[src/rtl/fadd_stream_accum.sv]
// Streaming FP accumulator: folds one element per cycle into a running sum and
// emits the packet sum and beat count on the last beat.
`default_nettype none

module fadd_sub #(
  parameter int I_EXP  = 8,
  parameter int I_MNT  = 23,
  parameter int I_DATA = I_EXP + I_MNT + 1
) (
  input  logic [I_DATA-1:0] a_operand,
  input  logic [I_DATA-1:0] b_operand,
  input  logic              sub,
  output logic [I_DATA-1:0] result
);
  localparam int MW  = I_MNT + 1;
  localparam int W   = MW + 3;
  localparam int EW  = I_EXP + 2;
  localparam int LZW = $clog2(W + 1);
  localparam logic [I_EXP-1:0] W_E  = I_EXP'(W);
  localparam logic [EW-1:0]    EMAX = EW'((1 << I_EXP) - 1);

  logic             sa, sb, sx, a_big;
  logic [I_EXP-1:0] ea, eb, ex, ey, d, dd;
  logic [MW-1:0]    ma, mb, mx, my, mr_lo;
  logic [2*W-1:0]   sh;
  logic [W-1:0]     mx_al, my_al, norm;
  logic [W:0]       sum;
  logic [LZW-1:0]   lz;
  logic [EW-1:0]    exp_n, exp_r;
  logic [MW:0]      mr;
  logic [I_MNT-1:0] frac;
  logic             up;

  function automatic logic [LZW-1:0] lzc(input logic [W-1:0] v);
    logic [LZW-1:0] n;
    n = LZW'(W);
    for (int i = 0; i < W; i++) if (v[i]) n = LZW'(W - 1 - i);
    return n;
  endfunction

  always_comb begin
    sa = a_operand[I_DATA-1];
    sb = b_operand[I_DATA-1] ^ sub;
    ea = a_operand[I_DATA-2:I_MNT];
    eb = b_operand[I_DATA-2:I_MNT];
    // Denormals are flushed: a zero exponent reads as a zero magnitude.
    ma = (ea == '0) ? '0 : {1'b1, a_operand[I_MNT-1:0]};
    mb = (eb == '0) ? '0 : {1'b1, b_operand[I_MNT-1:0]};
    a_big = {ea, ma} >= {eb, mb};
    sx = a_big ? sa : sb;
    ex = a_big ? ea : eb;
    mx = a_big ? ma : mb;
    ey = a_big ? eb : ea;
    my = a_big ? mb : ma;
    d  = ex - ey;
    dd = (d > W_E) ? W_E : d;
    sh = {my, 3'b000, {W{1'b0}}} >> dd;
    my_al = sh[2*W-1:W] | {{(W-1){1'b0}}, |sh[W-1:0]};
    mx_al = {mx, 3'b000};
    sum = ((a_big ? sa : sb) ^ (a_big ? sb : sa)) ? {1'b0, mx_al} - {1'b0, my_al}
                                                  : {1'b0, mx_al} + {1'b0, my_al};
    lz = sum[W] ? '0 : lzc(sum[W-1:0]);
    norm = sum[W] ? {sum[W:2], sum[1] | sum[0]} : (sum[W-1:0] << lz);
    exp_n = {2'b00, ex} + {{(EW-1){1'b0}}, sum[W]} - {{(EW-LZW){1'b0}}, lz};
    // Round to nearest, ties to even, on guard/round/sticky.
    up = norm[2] & (norm[1] | norm[0] | norm[3]);
    mr = {1'b0, norm[W-1:3]} + {{MW{1'b0}}, up};
    mr_lo = mr[MW-1:0];
    frac = mr[MW] ? mr[I_MNT:1] : mr_lo[I_MNT-1:0];
    exp_r = exp_n + {{(EW-1){1'b0}}, mr[MW]};
    if (sum == '0)
      result = '0;
    else if (exp_r[EW-1] || exp_r == '0)
      result = {sx, {(I_DATA-1){1'b0}}};
    else if (exp_r >= EMAX)
      result = {sx, {I_EXP{1'b1}}, {I_MNT{1'b0}}};
    else
      result = {sx, exp_r[I_EXP-1:0], frac};
  end
endmodule

module fadd_stream_accum #(
  parameter int I_EXP  = 8,
  parameter int I_MNT  = 23,
  parameter int I_DATA = I_EXP + I_MNT + 1,
  parameter int CNT_W  = 16
) (
  input  logic              clk,
  input  logic              rst_n,
  input  logic              in_valid,
  output logic              in_ready,
  input  logic [I_DATA-1:0] in_data,
  input  logic              in_sub,
  input  logic              in_last,
  output logic              out_valid,
  input  logic              out_ready,
  output logic [I_DATA-1:0] out_data,
  output logic [CNT_W-1:0]  out_count
);
  localparam logic [1:0] S_IDLE  = 2'd0;
  localparam logic [1:0] S_ACCUM = 2'd1;
  localparam logic [1:0] S_DONE  = 2'd2;

  logic [1:0]        state_q, state_d;
  logic [I_DATA-1:0] acc_q, acc_d, out_data_q, out_data_d, a_op, sum;
  logic [CNT_W-1:0]  cnt_q, cnt_d, out_count_q, out_count_d, cnt_next;
  logic              accept;

  assign a_op   = (state_q == S_IDLE) ? '0 : acc_q;
  assign accept = in_valid && in_ready;

  fadd_sub #(.I_EXP(I_EXP), .I_MNT(I_MNT), .I_DATA(I_DATA)) u_fadd (
    .a_operand(a_op),
    .b_operand(in_data),
    .sub      (in_sub),
    .result   (sum)
  );

  always_ff @(posedge clk) begin
    if (!rst_n) begin
      state_q     <= S_IDLE;
      acc_q       <= '0;
      cnt_q       <= '0;
      out_data_q  <= '0;
      out_count_q <= '0;
    end else begin
      state_q     <= state_d;
      acc_q       <= acc_d;
      cnt_q       <= cnt_d;
      out_data_q  <= out_data_d;
      out_count_q <= out_count_d;
    end
  end

  always_comb begin
    state_d = state_q;
    case (state_q)
      S_IDLE:  if (accept) state_d = in_last ? S_DONE : S_ACCUM;
      S_ACCUM: if (accept && in_last) state_d = S_DONE;
      S_DONE:  if (out_ready) state_d = S_IDLE;
      default: state_d = S_IDLE;
    endcase
  end

  always_comb begin
    in_ready    = (state_q != S_DONE);
    out_valid   = (state_q == S_DONE);
    out_data    = out_data_q;
    out_count   = out_count_q;
    acc_d       = acc_q;
    cnt_d       = cnt_q;
    out_data_d  = out_data_q;
    out_count_d = out_count_q;
    // Saturating count; the first beat of a packet always counts as one.
    cnt_next = (state_q == S_IDLE) ? CNT_W'(1) : ((&cnt_q) ? cnt_q : cnt_q + 1'b1);
    if (state_q == S_DONE) begin
      if (out_ready) begin
        acc_d = '0;
        cnt_d = '0;
      end
    end else if (accept) begin
      if (in_last) begin
        out_data_d  = sum;
        out_count_d = cnt_next;
      end else begin
        acc_d = sum;
        cnt_d = cnt_next;
      end
    end
  end
endmodule

`default_nettype wire

[config.mk]
export PLATFORM = sky130hd
export DESIGN_NAME = fadd_stream_accum
export DESIGN_NICKNAME = d
export VERILOG_FILES = /design/src/rtl/fadd_stream_accum.sv
export SDC_FILE = /design/constraint.sdc
export NUM_CORES = 1
export LEC_CHECK = 0
export ABC_AREA = 1
export BUFFER_PORTS_ARGS = -buffer_cell sky130_fd_sc_hd__clkbuf_2
export CAP_MARGIN = 40
export CORE_ASPECT_RATIO = 0.6
export CORE_MARGIN = 3
export CORE_UTILIZATION = 69
export CTS_CLUSTER_DIAMETER = 100
export CTS_CLUSTER_SIZE = 10
export DETAILED_ROUTE_END_ITERATION = 7
export GPL_ROUTABILITY_DRIVEN = 1
export MAX_ROUTING_LAYER = met4
export PLACE_DENSITY = 0.85
export SETUP_SLACK_MARGIN = 0.4
export SYNTH_ARGS = -nofsm -noshare
export SYNTH_HDL_FRONTEND = slang
export SYNTH_SLANG_ARGS = --single-unit
[constraint.sdc]
create_clock -name clk -period 37.3 [get_ports clk]
set_input_delay 7.46 -clock clk [delete_from_list [all_inputs] [get_ports clk]]
set_output_delay 7.46 -clock clk [all_outputs]
set_load 0.005 [all_outputs]
==> impl_table.tex <==
\begin{tabular}{lr}
\hline
Metric & Value \\
\hline
\multicolumn{2}{l}{\textbf{Routing}} \\
\quad Residual DRC count & 8 \\
\quad Via count & 17900 \\
\quad Number of DRC violations after detailed-routing iteration 0 & 3549 \\
\quad Router iterations before antenna repair & 8 \\
\quad Sum of routed wire length over all layers & 51600 um \\
\quad WL per Instance & 18.6 um \\
\quad Vias/cell & 6.47 \\
\quad Post-detailed-route count of antenna-violating nets & 0 \\
\multicolumn{2}{l}{\textbf{Clock network}} \\
\quad CTS clock-pin slew for the worst setup and hold paths & 70 ps \\
\quad Clock tree from TritonCTS & built \\
\quad Root buffer cell & sky130\_fd\_sc\_hd\_\_clkbuf\_16 \\
\quad Number of buffers inserted during clock tree synthesis & 9 \\
\quad CTS max path bufs & 2 \\
\quad Postcts setup bufs & 0 \\
\quad Clock sink count & 98 \\
\quad Worst-Skew Late Latency & 360 ps \\
\quad Total of cells resized after clock tree synthesis & 0 \\
\quad Number of buffers added to fix hold violations after cts & 0 \\
\quad Number of H-tree levels & 3 \\
\multicolumn{2}{l}{\textbf{Placed design}} \\
\quad Placed cell area & 14400 um2 \\
\quad Count of input and output buffers & 87 \\
\quad Weighted congestion reported at the end of routability-driven placement & 1.18 \\
\quad Total half-perimeter wirelength after legalization and detailed placement & 39400 um \\
\multicolumn{2}{l}{\textbf{Die}} \\
\quad Die width & 191 um \\
\quad Cell row count & 39 \\
\quad Top-level port count & 88 \\
\quad Initial core utilization & 72.3\% \\
\quad Placeable core area & 19500 um2 \\
\quad Die height & 117 um \\
\quad Area of the die & 22300 um2 \\
\multicolumn{2}{l}{\textbf{GRT}} \\
\quad Via count of the first global-routing pass & 15400 \\
\quad Number of antenna violations at the first check in global routing & 0 \\
\quad Wire length of the first global-routing pass & 80500 um \\
\quad Remaining global-route overflow & 0 \\
\quad Total track usage & 46.3\% \\
\quad Largest net degree at the start of global routing & 79 \\
\multicolumn{2}{l}{\textbf{Critical path}} \\
\quad Reg2Reg Depth & 97 \\
\quad Cell with the largest stage delay on the worst path & sky130\_fd\_sc\_hd\_\_nand3\_1 \\
\quad CP endpoint kind & register \\
\quad Most frequent cell on the critical path & sky130\_fd\_sc\_hd\_\_nand2\_1 \\
\quad Slowest stage delay, CP & 780 ps \\
\quad Critical path origin & in\_data[26] \\
\quad Worst Setup Path Type & in -> reg \\
\quad Critical path data arrival time & 23170 ps \\
\quad Reg-to-Reg End & out\_data[9] \\
\quad Reg-to-reg startpoint & state\_q[0] \\
\quad Worst setup slack for register-to-register paths & 20690 ps \\
\quad Highest fanout seen on the critical path & 59 \\
\quad End point of the critical path & out\_data[9] \\
\quad Required time reported for the critical path endpoint & 37580 ps \\
\quad CP Launch Type & input port \\
\multicolumn{2}{l}{\textbf{Run}} \\
\quad Number of violations of the max-capacitance limit & 0 \\
\multicolumn{2}{l}{\textbf{Power and ir drop}} \\
\quad Power density normalized to cell area & 39.9 nW/um2 \\
\quad Int Power & 263 uW \\
\quad Clock power share & 16.2\% \\
\quad Max rail drop VDD & 0.0309 mV \\
\quad Pwr Total & 587 uW \\
\quad Power share of the sequential group & 19.6\% \\
\quad Proportion of total power due to net switching & 55.2\% \\
\quad NetSw & 324 uW \\
\quad Leak & 7.28 nW \\
\quad Combinational Power Share & 64.2\% \\
\multicolumn{2}{l}{\textbf{Finish}} \\
\quad Multi-input gate area in the final layout & 10500 um2 \\
\quad Final design area excluding fillers & 14700 um2 \\
\quad Number of nets in the finished design & 2635 \\
\quad Share of cells above drive strength 1 & 9.40\% \\
\quad Commonest cells after routing, fill and taps aside & sky130\_fd\_sc\_hd\_\_nand2\_1, sky130\_fd\_sc\_hd\_\_nand3\_1, sky130\_fd\_sc\_hd\_\_inv\_1 \\
\quad Synthesis-to-layout area growth & 4.17\% \\
\quad Most common cell after layout, fill and taps aside & sky130\_fd\_sc\_hd\_\_nand2\_1 \\
\quad Register cell area after layout & 1960 um2 \\
\quad Number of filler instances in the final layout & 1640 \\
\quad Inserted Diodes & 0 \\
\multicolumn{2}{l}{\textbf{Synth}} \\
\quad Average footprint of a synthesized cell & 5.67 um2 \\
\quad Yosys cell types & 63 \\
\quad Number of warnings printed during yosys synthesis & 0 \\
\quad Number of nets produced by synthesis & 2632 \\
\quad Mapped Cells & 2491 \\
\quad Area share of the largest cell type after synthesis & 18.7\% \\
\quad Share of synthesized flip-flops with an asynchronous set or reset & 0\% \\
\quad Most common flop cell mapped by yosys & sky130\_fd\_sc\_hd\_\_dfxtp\_1 \\
\quad Dominant cells by area after synthesis & sky130\_fd\_sc\_hd\_\_nand2\_1, sky130\_fd\_sc\_hd\_\_dfxtp\_1, sky130\_fd\_sc\_hd\_\_nand3\_1, sky130\_fd\_sc\_hd\_\_ha\_1, sky130\_fd\_sc\_hd\_\_inv\_1 \\
\quad Flip-flop and latch count after synthesis & 98 \\
\quad Cell type with the highest aggregate area in the netlist & sky130\_fd\_sc\_hd\_\_nand2\_1 \\
\quad Post-synth EDFFs & 0 \\
\quad Sequential area share after synthesis & 13.9\% \\
\quad Cell Area, Synth & 14100 um2 \\
\multicolumn{2}{l}{\textbf{Timing}} \\
\quad Achievable Freq & 0.0437 GHz \\
\quad Hold Fails Final Rpt & 0 \\
\quad Number of failing setup endpoints in the final timing report & 0 \\
\quad Setup repair after global routing missed its margin & false \\
\quad Part of the cycle the worst path needs & 61.4\% \\
\quad Final min period & 22880 ps \\
\quad Post-route setup TNS & 0 ps \\
\quad Slew at the pin closest to its max-slew limit & 933 ps \\
\quad Max-slew headroom at the worst pin & 37.7\% \\
\quad Worst setup skew after layout & 7.73 ps \\
\quad Slew Limit Fails & 0 \\
\multicolumn{2}{l}{\textbf{Outcome}} \\
\quad Failing checks & DRC \\
\quad Run status & complete, but fails checks \\
\multicolumn{2}{l}{\textbf{Min path}} \\
\quad Path class of the lowest-slack min-delay path & reg -> reg \\
\hline
\end{tabular}
## cell usage after synthesis (11+ instances only)
| library cell | instances |
|---|---|
| sky130_fd_sc_hd__ha_1 | 101 |
| sky130_fd_sc_hd__nand3_1 | 376 |
| sky130_fd_sc_hd__a21oi_1 | 167 |
| sky130_fd_sc_hd__o21ai_0 | 115 |
| sky130_fd_sc_hd__buf_2 | 27 |
| sky130_fd_sc_hd__xnor2_1 | 12 |
| sky130_fd_sc_hd__o21ai_1 | 22 |
| sky130_fd_sc_hd__nor3_1 | 27 |
| sky130_fd_sc_hd__buf_6 | 11 |
| sky130_fd_sc_hd__o22ai_1 | 23 |
| sky130_fd_sc_hd__buf_4 | 20 |
| sky130_fd_sc_hd__inv_2 | 23 |
| sky130_fd_sc_hd__nor2_1 | 197 |
| sky130_fd_sc_hd__inv_1 | 258 |
| sky130_fd_sc_hd__nand4_1 | 71 |
| sky130_fd_sc_hd__dfxtp_1 | 98 |
| sky130_fd_sc_hd__nand2_1 | 703 |
| sky130_fd_sc_hd__xor2_1 | 20 |
| sky130_fd_sc_hd__clkbuf_1 | 43 |
| sky130_fd_sc_hd__nand2_2 | 27 |
## state kept, by name, indices dropped and copies added (netlist names)
signal,count
cnt_q,16
out_data,32
acc_q,32
state_q,2
out_count,16
## metrics by stage
stage	worst slack (ps)	utilization (%)	cells	hold WS, ps
CTS	15020	75.3	2765	469
floorplan	18950	-	2491	444
finish	14420	75.3	2765	470
detailed placement	14800	73.8	2749	461
global placement	15050	73.6	2745	452
global route	12920	75.3	2765	491
## per-layer routing
layer / GRT usage, % / up-vias / wire [um]
met5: - / - / 0
met4: 14.0 / 0 / 2020
met3: 16.8 / 211 / 9280
met2: 62.1 / 1516 / 19400
met1: 64.2 / 7925 / 20900
li1: - / 8251 / -
## worst min path at each step
stage                   start   endpoint  slack (ps)  cells after the start
CTS                  acc_q[4]   acc_q[4]         470                      2
floorplan            acc_q[0]   acc_q[0]         440                      2
global route         acc_q[9]   acc_q[9]         490                      2
finish               acc_q[4]   acc_q[4]         470                      2
global placement    acc_q[26]  acc_q[26]         450                      2
detailed placement   acc_q[4]   acc_q[4]         460                      2
## logic make-up after synthesis
logic type,Yosys count,share of synthesized area [%]
compound gates,382,14.9
simple gates,1479,47.7
flops,98,13.9
fa+ha+maj,103,9.24
buf+inv,395,12.1
xor+xnor,34,2.22
## critical path: cells and delay by family
family	cells	cell delay (ps)
adder cells (fa/ha/maj)	6	1610
AND/OR/NAND/NOR	56	7870
XOR/XNOR	1	280
buffers and inverters	15	2900
AO/OA/AOI/OAI	17	3000
## power groups by stage
stage          Clock (mW)  Combinational [mW]  Sequential [mW]
6_report           0.0952               0.376            0.115
5_1_grt            0.0984               0.407            0.115
4_1_cts            0.0942               0.355            0.115
3_5_place_dp            0               0.351            0.117
3_3_place_gp            0               0.345            0.117
2_1_floorplan           0               0.266            0.116
## final cells by class
type / instances / share of cell area [%]
clock buffers: 9 / 1.53
clock inverters: 7 / 0.519
inverters: 287 / 7.38
multi-input cells: 1998 / 71.3
flip-flops and latches: 98 / 13.3
well taps: 266 / 2.26
repair buffers: 100 / 3.71
(Power assumes the default switching activity.)
